### config.mk
export PLATFORM = sky130hd
export DESIGN_NAME = uart_rx_ctrl
export DESIGN_NICKNAME = d
export VERILOG_FILES = /design/src/rtl/uart_rx_ctrl.sv
export SDC_FILE = /design/constraint.sdc
export NUM_CORES = 1
export LEC_CHECK = 0
export CAP_MARGIN = 0
export CORE_MARGIN = 2
export CORE_UTILIZATION = 40
export CTS_CLUSTER_DIAMETER = 150
export DETAILED_ROUTE_END_ITERATION = 6
export PLACE_DENSITY = 0.79
export SKIP_CTS_REPAIR_TIMING = 1
export SLEW_MARGIN = 30
export SYNTH_ARGS = -nofsm -noshare
export SYNTH_HDL_FRONTEND = slang
export SYNTH_SLANG_ARGS = --single-unit
export TNS_END_PERCENT = 5
### constraint.sdc
create_clock -name clk -period 1.86 [get_ports clk]
set_clock_uncertainty 0.1 [all_clocks]
set_input_delay 0.186 -clock clk [delete_from_list [all_inputs] [get_ports clk]]
set_output_delay 0.186 -clock clk [all_outputs]
set_load 0.05 [all_outputs]
### src/rtl/uart_rx_ctrl.sv
// Polls an AXI-lite UART Lite for RX data and packs two received bytes into a 16-bit word.
// Optional inter-byte timeout is enabled by defining UART_RX_TIMEOUT_EN.
module uart_rx_ctrl #(
    parameter logic [3:0] STAT_ADDR      = 4'h8,
    parameter logic [3:0] RX_ADDR        = 4'h0,
    parameter bit         MSB_FIRST      = 1'b1,
    parameter int         TIMEOUT_CYCLES = 100000
) (
    input  logic        clk,
    input  logic        rst,
    output logic [3:0]  araddr,
    output logic        arvalid,
    input  logic        arready,
    input  logic [31:0] rdata,
    input  logic [1:0]  rresp,
    input  logic        rvalid,
    output logic        rready,
    output logic [15:0] data,
    output logic        valid,
    input  logic        ready,
    output logic        drop
);

    typedef enum logic [2:0] {
        S_STAT_AR,
        S_STAT_R,
        S_DATA_AR,
        S_DATA_R,
        S_OUT
    } state_t;

    state_t      state_q;
    logic [3:0]  araddr_q;
    logic        arvalid_q;
    logic        rready_q;
    logic        valid_q;
    logic        drop_q;
    logic        byte_cnt_q;
    logic [7:0]  byte0_q;
    logic [15:0] data_q;

    logic        r_hs;
    logic        r_ok;
    logic        byte_store;
    logic [15:0] word_d;

    assign r_hs       = rvalid && rready_q;
    assign r_ok       = (rresp == 2'b00);
    assign byte_store = (state_q == S_DATA_R) && r_hs && r_ok;

    always_comb begin
        word_d = MSB_FIRST ? {byte0_q, rdata[7:0]} : {rdata[7:0], byte0_q};
    end

`ifdef UART_RX_TIMEOUT_EN
    localparam int TMO_W = $clog2(TIMEOUT_CYCLES + 1);
    logic [TMO_W-1:0] tmo_cnt_q;
    logic             unused_rdata;
    assign unused_rdata = ^rdata[31:8];
`else
    logic unused_rdata;
    assign unused_rdata = ^{rdata[31:8], TIMEOUT_CYCLES[0]};
`endif

    always_ff @(posedge clk) begin
        if (rst) begin
            state_q    <= S_STAT_AR;
            araddr_q   <= STAT_ADDR;
            arvalid_q  <= 1'b0;
            rready_q   <= 1'b0;
            valid_q    <= 1'b0;
            drop_q     <= 1'b0;
            byte_cnt_q <= 1'b0;
            byte0_q    <= 8'h00;
            data_q     <= 16'h0000;
`ifdef UART_RX_TIMEOUT_EN
            tmo_cnt_q  <= '0;
`endif
        end else begin
            drop_q <= 1'b0;
            case (state_q)
                S_STAT_AR: begin
                    araddr_q <= STAT_ADDR;
                    if (!arvalid_q) begin
                        arvalid_q <= 1'b1;
                    end else if (arready) begin
                        arvalid_q <= 1'b0;
                        rready_q  <= 1'b1;
                        state_q   <= S_STAT_R;
                    end
                end
                S_STAT_R: begin
                    if (r_hs) begin
                        rready_q  <= 1'b0;
                        arvalid_q <= 1'b1;
                        if (r_ok && rdata[0]) begin
                            araddr_q <= RX_ADDR;
                            state_q  <= S_DATA_AR;
                        end else begin
                            araddr_q <= STAT_ADDR;
                            state_q  <= S_STAT_AR;
                        end
                    end
                end
                S_DATA_AR: begin
                    araddr_q <= RX_ADDR;
                    if (!arvalid_q) begin
                        arvalid_q <= 1'b1;
                    end else if (arready) begin
                        arvalid_q <= 1'b0;
                        rready_q  <= 1'b1;
                        state_q   <= S_DATA_R;
                    end
                end
                S_DATA_R: begin
                    if (r_hs) begin
                        rready_q  <= 1'b0;
                        arvalid_q <= 1'b1;
                        araddr_q  <= STAT_ADDR;
                        state_q   <= S_STAT_AR;
                        // An errored read leaves the partial word untouched.
                        if (r_ok) begin
                            if (!byte_cnt_q) begin
                                byte0_q    <= rdata[7:0];
                                byte_cnt_q <= 1'b1;
                            end else begin
                                byte_cnt_q <= 1'b0;
                                data_q     <= word_d;
                                valid_q    <= 1'b1;
                                arvalid_q  <= 1'b0;
                                state_q    <= S_OUT;
                            end
                        end
                    end
                end
                S_OUT: begin
                    if (ready) begin
                        valid_q   <= 1'b0;
                        arvalid_q <= 1'b1;
                        araddr_q  <= STAT_ADDR;
                        state_q   <= S_STAT_AR;
                    end
                end
                default: begin
                    state_q   <= S_STAT_AR;
                    araddr_q  <= STAT_ADDR;
                    arvalid_q <= 1'b0;
                    rready_q  <= 1'b0;
                    valid_q   <= 1'b0;
                end
            endcase
`ifdef UART_RX_TIMEOUT_EN
            // A byte landing in the same cycle wins over an expiring timeout.
            if (byte_store || !byte_cnt_q || state_q == S_OUT) begin
                tmo_cnt_q <= '0;
            end else if (tmo_cnt_q == TMO_W'(TIMEOUT_CYCLES - 1)) begin
                tmo_cnt_q  <= '0;
                byte_cnt_q <= 1'b0;
                drop_q     <= 1'b1;
            end else begin
                tmo_cnt_q <= tmo_cnt_q + 1'b1;
            end
`endif
        end
    end

    assign araddr  = araddr_q;
    assign arvalid = arvalid_q;
    assign rready  = rready_q;
    assign data    = data_q;
    assign valid   = valid_q;
    assign drop    = drop_q;

endmodule

# Yosys cells after proc, flatten, opt, wreduce, memory -nomap -nowiden
# Index checks and enable logic that the tools add are counted.
# word_totals
regBits	35
inputBits	39
word_cells	74
# classes
eq_ne	16
n_mux	33
n_bitwise	3
n_reduce_logical	14
# ops
cell	n
2-to-1 mux 3 bit	9
!= test 2 bit (second input constant)	9
2-to-1 mux 4 bit	4
case mux 4 bit (4 select lines)	1
case mux 3 bit (5 select lines)	1
2-to-1 mux 1 bit	14
AND reduction 4 bit	3
AND reduction 7 bit	1
equality test 3 x 2 -> 1 bit (second input constant)	2
!= test 2 x 1 -> 1 bit (second input constant)	3
case mux 1 bit (3 select lines)	2
AND reduction 3 bit	2
AND reduction 5 bit	1
case mux 1 bit (4 select lines)	1
OR reduction 2 bit	2
equality test 3 x 1 -> 1 bit (second input constant)	1
equality test 3 bit (second input constant)	1
zero test 3 bit	1
NOT 1 bit	3
OR reduction 3 bit	1
logical AND 1 bit	2
zero test 2 bit	1
2-to-1 mux 2 bit	1

# Logic depth before layout (Yosys ltp)
# Gate-level depths: netlist of run 1.
# depth
depth_word	5
mapped_depth	6
depth_no_buf	3

# Worst setup path after synthesis of run 1
# Ideal clock, no wire load.
# synth_timing
path_kind	register -> register
startpoint	register rready_q, in the netlist rready
endpoint	register byte0_q[0]
setup_ns	0.072
t_arrival_ns	1.593
setup_slack_ns	0.096
stages_incl_launch_ff	5
n_path_buf	1
period_less_slack_ns	1.764
cell_sequence	dfxtp_1 -> nand4b_1 -> nor3_1 -> buf_4 -> mux2i_1
# synth_between
elab_chain_cells	2
# synth_rtl
item	line_no	text
start, declared	35	logic rready_q;
start signal, assigned	70	rready_q <= 1'b0;
start signal, assigned	88	rready_q <= 1'b1;
start signal, assigned	94	rready_q <= 1'b0;
logical AND 1 bit	47	assign r_hs = rvalid && rready_q;
AND reduction 4 bit (no source line)	-	
end signal, assigned	124	byte0_q <= rdata[7:0];
end, declared	39	logic [7:0] byte0_q;
# No other way between the ends.
# A chain may end at the register's enable or synchronous reset.

# Worst setup path in the final report of run 1
# layout_timing
startpoint	register data_q[9], in the netlist data[9]
endpoint	output data[9]
# layout_lines
item	line_no	text
start, declared	40	logic [15:0] data_q;
start signal, assigned	128	data_q <= word_d;
end, declared	18	output logic [15:0] data,
# No word-level cell between the ends.

==> results.txt, run 1 <==
- Before antenna repair, the detailed router went through 4 iterations.
- Setup crit start kind: flip-flop
- Instance count after placement with tap cells included: between 200 and 250
* Global placement routability congestion: 0.760
- The total overflow left after global routing is 0.
* Clock slew seen by the registers of the worst setup and hold paths: approximately 100 ps
* Number of placed I/O pins: 63
- The smallest clock period supported by the final layout is computed as 1800 ps.
* Count of placed standard cells in the final layout, fillers left out: around 240
* Fin Setup TNS: 0 ps
- Data arrival time of the worst path: roughly 1500 ps
- Number of warnings printed during yosys synthesis: 0
* Largest voltage drop on the vdd net: ~0.35 mV
- Cell at the root of the clock tree: clkbuf_4
* Relative contribution of sequential cells to total power: slightly above 50%
- The tightest min-delay check is of the input port to flip-flop type.
* Routed via count: approximately 1,300
- The clock passes through at most 2 buffers.
* Final worst hold slack: between 300 and 400 ps
- CTS sink count: 32
- Number of antenna violations at the first check in global routing: 0
- DRC violation count after routing: 0
- Headroom to the max-slew limit came out at roughly two thirds.
* IO Port Bufs: 34
* Number of distinct standard cells referenced by the synthesized netlist: 37
- Setup repair after global routing left no endpoint under its margin.
- The share of the Yosys chip area taken by registers is between 40 and 50%.
* Post-synthesis average cell area: between 8 and 9 sq um
- Width of the chip: between 60 and 70 um
- Via count of the first global-routing pass: 1,147
- Pwr dens: 728 nW/um^2
* Number of enable-type register cells in the synthesized netlist: 0
- The core region is ~3400 sq um.
* Power after layout: approximately 1.4 mW
* Area taken by flip-flops and latches: around 640 sq um
- Combinational share of power: 10.0%
* Overall die height: 63.4 um
- Length of routed met3 wiring: between 100 and 150 um
- Rows: 21
- Post-layout net count: 236
* Remaining antenna violation count: 0
- Dividing the detail-routed via count by the number of cells gives 5.16.
- Initial Util: 42.0%
* Footprint of the multi-input gates: approximately 660 sq um
- Max Clock Freq: 556 MHz
- TritonCTS built the clock tree.
* Internal power summed over all cells: slightly above 1 mW
- Sw frac: a little under a quarter
- Kind of cell adding the most delay to the critical path: buffers and inverters
- Dividing the final minimum period by the clock period gives slightly below 100%.
- Main flop type after synthesis: dfxtp_1
- Detailed-route wire length per cell: between 10 and 15 um
* Sw power: 323 uW
- Hold Fails Final Rpt: 0
- Die area: slightly above 4000 sq um
- Cells fill a little under three fifths of the core in the end.
* Fill count: 329
- For this run, asynchronously set or reset flops after synthesis account for 0%.
- Data on the critical path is required at its endpoint by approximately 1600 ps.
- Top routing layer in use: met4
- The H-tree generated during clock tree synthesis spans 2 levels.
- The first global-routing pass estimated between 5 and 6 mm of wire.
- Detailed routing placed a total of between 1.5 and 2 mm of wire on met2.
- The largest single stage delay on the critical path is 810 ps.
- The total count of max-transition violations in the final report was 0.
- From synthesis to final layout, the design area changed by 31.4%.
- Final setup fails: 0
- Pin count of the biggest net entering global routing: 19
* Number of buffers and inverters on the critical path: 1
- Cells with a size suffix above 1 make up between 10% and 20% of the layout.
- Max-cap violations in this run came to 0.
* Clock share of power: approximately two fifths
- Result of the run: finished clean
- By startpoint and endpoint, the worst setup path is classified as flip-flop to output port.
* Post-synthesis cell area: 1410 sq um
- Synthesis handed over a netlist of roughly 160 instances.
* Tot GR Track Use: ~16%
- The slowest stage of the critical path is the clkdlybuf4s50_1 cell.
* Sum of net half-perimeters after detailed placement: approximately 2.2 mm
- Count of state elements after synthesis: 32
* Total routed wirelength: about 3.2 mm
- P_leak: about 0.64 nW
* Critical Path, Cell by Cell: clkdlybuf4s50_1
- After the first detailed-routing iteration, the DRC count stood at 71.
- Peak fanout along the critical path: 2
* Transition time at the pin with the least slew margin: roughly 520 ps
- In this run, CTS created clock tree buffers numbering 5.
- STA classifies the critical path endpoint as an output port.
* Met1 layer wirelength in the final routing: roughly 1.5 mm
- The number of antenna diodes in the final layout is 0.
* Clk_lat worst skew: approximately 330 ps
==> path summary, 6_finish.rpt <==
kind              slack (ps)          to  cells past startpoint       start
setup reg to reg         240  byte0_q[2]                      4  state_q[1]
hold / removal           340  byte0_q[3]                      3    rdata[3]
hold reg to reg          370    data[10]                      2  byte0_q[2]
setup / recovery          60     data[9]                      1     data[9]
==> power groups by stage <==
stage               logic (mW)  clock network, mW  registers, mW
floorplan               0.0737                  0          0.727
global placement         0.133                  0          0.712
detailed placement       0.134                  0          0.713
CTS                      0.134              0.526          0.697
global route             0.143              0.566          0.698
finish                   0.135              0.520          0.697
==> layout make-up <==
class	count	area share, %
Clock buffer	6	2.22
Multi-Input combinational cell	112	35.6
Timing Repair Buffer	44	22.2
Tap cell	46	3.10
Sequential cell	32	34.5
Clock inverter	2	1.89
Inverter	2	0.404
==> state kept, by name, summed over array words and instances (netlist names) <==
name / cells
data: 16
byte0_q: 8
araddr: 1
rready: 1
byte_cnt_q: 1
arvalid: 1
valid: 1
state_q: 3
==> placed cells by master (no fill, tap or decap), types with 2 or more instances in the layout <==
cell,synthesis,final
a21oi_1,20,20
buf_4,6,11
clkbuf_4,0,5
clkdlybuf4s50_1,0,33
conb_1,1,4
dfxtp_1,32,32
mux2i_1,10,10
nand2_1,18,18
nand3_1,17,17
nor3_1,4,4
o21a_1,2,2
o21ai_0,18,18
==> logic make-up (layout without fill, tap and decap cells) <==
family          after synthesis  in the layout  synth area share [%]
simple gates                 51             51                  19.9
compound gates               47             47                  18.8
flops                        32             32                  45.3
buf+inv                      20             54                  8.59
mux                          10             10                  7.09
other cells                   1              4                 0.265
==> through the flow <==
stage,instance area (sq um),worst slack [ps]
floorplan,1420,95.8
global placement,1780,31.3
detailed placement,1780,24.7
CTS,1860,48.0
global route,1860,6.94
finish,1860,61.4
==> per-layer routing <==
metal,vias to the layer above,GRT usage (%)
li1,638,-
met4,0,4.89
met1,582,19.9
met2,32,27.8
met5,-,0
met3,6,5.00
==> cells in the mapped netlist, drive strengths merged, types with 2 or more instances <==
master | n | area share (%)
dfxtp | 32 | 45
a21oi | 20 | 7.1
nand2 | 18 | 4.8
o21ai | 18 | 6.4
nand3 | 17 | 6.0
buf | 12 | 5.7
mux2i | 10 | 7.1
clkbuf | 6 | 2.4
nor3 | 4 | 1.4
o21a | 2 | 1.1
Power figures use the tool's default switching activity.
==> inputs of run 2 (changes only) <==
- ABC_AREA: default -> 1
- ABC_CLOCK_PERIOD_IN_PS: default -> 1860
- CTS_CLUSTER_SIZE: default -> 30
- PLACE_DENSITY: 0.79 -> 0.8
==> run 2 against run 1 <==
Critical path depth unchanged; combinational power increased by 33%; highest routed layer unchanged; die area decreased by 1.9%; synthesized area decreased by 2.0%; clock power decreased by 19%; hold slack improved by 19 ps; via count increased by 3.5%; critical path type unchanged; global-route usage decreased by 0.37 points; non-clock buffer count decreased by 5; sequential power increased by 3%; register-to-register slack improved by 190 ps.
==> results.txt, run 2 <==
* Max Cap Viol: 0 (unchanged)
- TritonRoute pass-1 iters: 4 (unchanged)
- The area of the die came to 3950 sq um (was 4020 sq um).
* Slew margin rel.: 66.2% (was 65.4%)
* Maximum clock path buffer count: 2 (unchanged)
- The clock input transition at the sequential cells of the worst setup and hold paths came to 100 ps (about the same).
- The static leakage is 0.756 nW (was 0.638 nW).
- CTS tree: built (unchanged)
- The count of final setup violators came to 0 (unchanged).
- Min-delay src: rdata[4] (was rdata[3])
- The area overhead of the layout relative to synthesis was 31.9% (was 31.4%).
- Clock share of power: 32.1% (was 38.5%)
- The worst path arrival time is 1520 ps (was 1510 ps).
- Largest voltage drop on the vdd net: 0.522 mV (was 0.351 mV)
- Remaining antenna violation count: 0 (unchanged)
- Global placement routability congestion: 0.865 (was 0.760)
- The count of distinct cell types in the synthesized netlist came to 20 (was 37).
* Total routed wirelength: 3.02 mm (was 3.16 mm)
- The total count of max-transition violations in the final report was 0 (unchanged).
- Vias per cell: 4.70 (was 5.16)
* Post-synthesis cell area: 1380 sq um (was 1410 sq um)
* Critical path class: flip-flop to output port (unchanged)
- The number of endpoints with negative hold slack in the final report is 0 (unchanged).
* Kind of cell adding the most delay to the critical path: buffers and inverters (unchanged)
- The starting utilization of the core area was 41.5% (was 42.0%).
- Relative contribution of sequential cells to total power: 54.3% (was 51.6%)
- Detailed-route wire length per cell: 10.9 um (was 12.9 um)
* Final critical delay including setup and external delays: 1800 ps (about the same)
- Overall die height: 62.8 um (was 63.4 um)
- Pwr dens: 723 nW/um^2 (was 728 nW/um^2)
- The final instance area was 1830 sq um (was 1860 sq um).
* Most frequent cells in the layout: 53 x nand2_1, 33 x clkdlybuf4s50_1, 32 x dfxtp_1, 25 x nor2_1 (was 33 x clkdlybuf4s50_1, 32 x dfxtp_1, 20 x a21oi_1, 18 x o21ai_0, 18 x nand2_1)
- The share of the clock period used by the worst path after layout is 97.0% (was 96.7%).
* Critical path's largest stage delay: 810 ps (about the same)
- Number of placed I/O pins: 63 (unchanged)
- The number of placement rows came to 21 (unchanged).
- The cell taking the most area after synthesis is dfxtp_1 (unchanged).
- Area contributors post-synth: dfxtp_1 46%, nand2_1 14%, a21oi_1 8.0% (was dfxtp_1 45%, a21oi_1 7.1%, mux2i_1 7.1%).
- Top cells by count, synth: 53 x nand2_1, 32 x dfxtp_1, 25 x nor2_1, 22 x a21oi_1, 22 x nand3_1 (was 32 x dfxtp_1, 20 x a21oi_1, 18 x nand2_1, 18 x o21ai_0, 17 x nand3_1).
- The final setup slack of the worst path is 56.0 ps (was 61.4 ps).
- The DRC violations left was 0 (unchanged).
- Sum of net half-perimeters after detailed placement: 2.12 mm (was 2.19 mm)
- Transition time at the pin with the least slew margin: 505 ps (was 518 ps)
- The switching part of the total power is 27.8% (was 23.9%).
- The number of nets in the finished design came to 269 (was 236).
- Internal power summed over all cells: 953 uW (was 1.03 mW)
- Sequential element share of the synthesized area: 46.3% (was 45.3%)
- Post-synthesis average cell area: 7.25 sq um (was 8.77 sq um)
* Sw power: 367 uW (was 323 uW)
* Number of warnings printed during yosys synthesis: 0 (unchanged)
* Result of the run: finished clean (unchanged)
- Dominant cell by count in the synthesized netlist: nand2_1 (was dfxtp_1)
* CP required: 1570 ps (about the same)
- The total grt overflow was 0 (unchanged).
* Fin Setup TNS: 0 ps (unchanged)
- Peak fanout along the critical path: 2 (unchanged)
* Number of antenna violations at the first check in global routing: 0 (unchanged)
- The wire length of the first global-routing pass is 5.01 mm (was 5.21 mm).
* IO Port Bufs: 34 (unchanged)
- Clock buffers created by TritonCTS: 5 (unchanged)
- FFs w/ async S/R, synth: 0% (unchanged)
- Startpoint of the worst setup timing path: data[1] (was data[9])
* Most common cell after layout, fill and taps aside: nand2_1 (was clkdlybuf4s50_1)
- The number of levels the H-tree was split into came to 2 (unchanged).
- The highest clock frequency the design can meet is 554 MHz (was 556 MHz).
* CTS sink count: 32 (unchanged)
* RSZ-0062 raised after global routing: false (unchanged)
- Post-place setup slack: 95.4 ps (was 24.7 ps)
- The number of enable-type register cells in the synthesized netlist was 0 (unchanged).
- The fraction of layout cells with a size suffix above 1 was 7.36% (was 11.1%).
- The combined buffer and inverter count along the critical path was 1 (unchanged).
- Post-detailed-placement cell area: 1760 sq um (was 1780 sq um)
- Kind of end point of the critical path: output port (unchanged)
* Critical-path cell with the highest stage delay: clkdlybuf4s50_1 (unchanged)
- The first-iteration detailed-routing DRC count came to 51 (was 71).
- Combinational share of power: 13.6% (was 10.0%)
- The number of flip-flops under the largest register name was 16 (unchanged).
- The later-pin clock latency in the skew report came to 330 ps (about the same).
- The class of the tightest hold or removal check was input port to flip-flop (unchanged).
- The diode insertion count for antenna repair came to 0 (unchanged).
- Critical Path, Cell by Cell: clkdlybuf4s50_1 (unchanged)
- Area share of the largest cell type after synthesis: 46.3% (was 45.3%)
- The clock root buffer was clkbuf_4 (unchanged).
- The total routing usage reported by global routing was 16.0% (was 16.4%).
* Number of cells produced by synthesis: 191 (was 161)
* Launch point of the worst reg-to-reg path: state_q[0] (was state_q[1])
- Pin count of the biggest net entering global routing: 18 (was 19)
* Main flop type after synthesis: dfxtp_1 (unchanged)
- The filler cell count in the final layout came to 345 (was 329).
- Routed via count: 1,302 (was 1,258)
- Setup crit start kind: flip-flop (unchanged)
- The die width came to 62.8 um (was 63.4 um).
* Core area: 3340 sq um (was 3360 sq um)
- Via count of the first global-routing pass: 1,155 (was 1,147)
* Count of state elements after synthesis: 32 (unchanged)
-- run 2: cell count changes in the layout (fill, tap and decap cells not counted), sizes merged, moves of 2 or more --
cell    delta
nand3      +7
nand2     +37
buf        -6
nor2      +26
inv       +14
o21ai     -17
mux2i     -10
a21oi      +2
nor3       -4
clkbuf     +2
-- run 2: power groups by stage --
stage	sequential [mW]	combinational, mW	clock (mW)
after floorplan	0.762	0.0891	0
final	0.717	0.180	0.423
after global placement	0.732	0.178	0
after global routing	0.719	0.194	0.460
after CTS	0.717	0.180	0.431
after detailed placement	0.733	0.179	0
-- run 2: routing by layer --
layer  up-vias  track usage [%]  share of wire [%]
met3         7             4.50                4.5
met4         0             7.50                1.7
met2        36             27.4                 48
met1       586             18.5                 45
li1        673                -                  -
met5         -                0                  0
-- run 2: metrics by stage --
stage | util [%] | hold slack, ps | power [mW] | std cells
final | 54.7 | 360 | 1.32 | 277
after global routing | 54.7 | 364 | 1.37 | 277
after CTS | 54.6 | 344 | 1.33 | 277
after detailed placement | 52.9 | 354 | 0.912 | 269
after global placement | 52.9 | 344 | 0.910 | 269
after floorplan | - | 178 | 0.851 | 194
-- run 2: worst reg2reg max path: stages, from the launching register on --
cell	delay (ps)
dfxtp_1	490
nand3_4	150
nor2_8	140
nand2_2	230
nand2_1	130
a21oi_1	70
-- run 2: area by class of cell --
cell class	count	area, sq um	area share (%)
tap	46	57.6	3.15
timing repair buffer	39	380	20.8
inverter	16	60.1	3.29
multi-input combinational	136	628	34.4
clock buffer	8	58.8	3.22
sequential	32	641	35.1
-- run 2: final timing paths --
path	cells after the start	to	slack [ps]
worst min register to register	2	araddr[3]	360
worst min-delay path	3	byte0_q[4]	360
worst max-delay path	1	data[1]	60
worst max register to register	5	data[15]	430
-- run 2: cells by family (layout without fill, tap and decap cells) --
group / Yosys count / in the layout / synth area share [%]
compound gates: 25 / 25 / 9.40
buf+inv: 26 / 63 / 9.13
simple gates: 107 / 107 / 34.9
flops: 32 / 32 / 46.3
other cells: 1 / 4 / 0.271
==> inputs of run 3 (changes only) <==
- SLEW_MARGIN: 30 -> 20
==> results of run 3 <==
Final layout, timing and power as in run 2 (identical DEF).
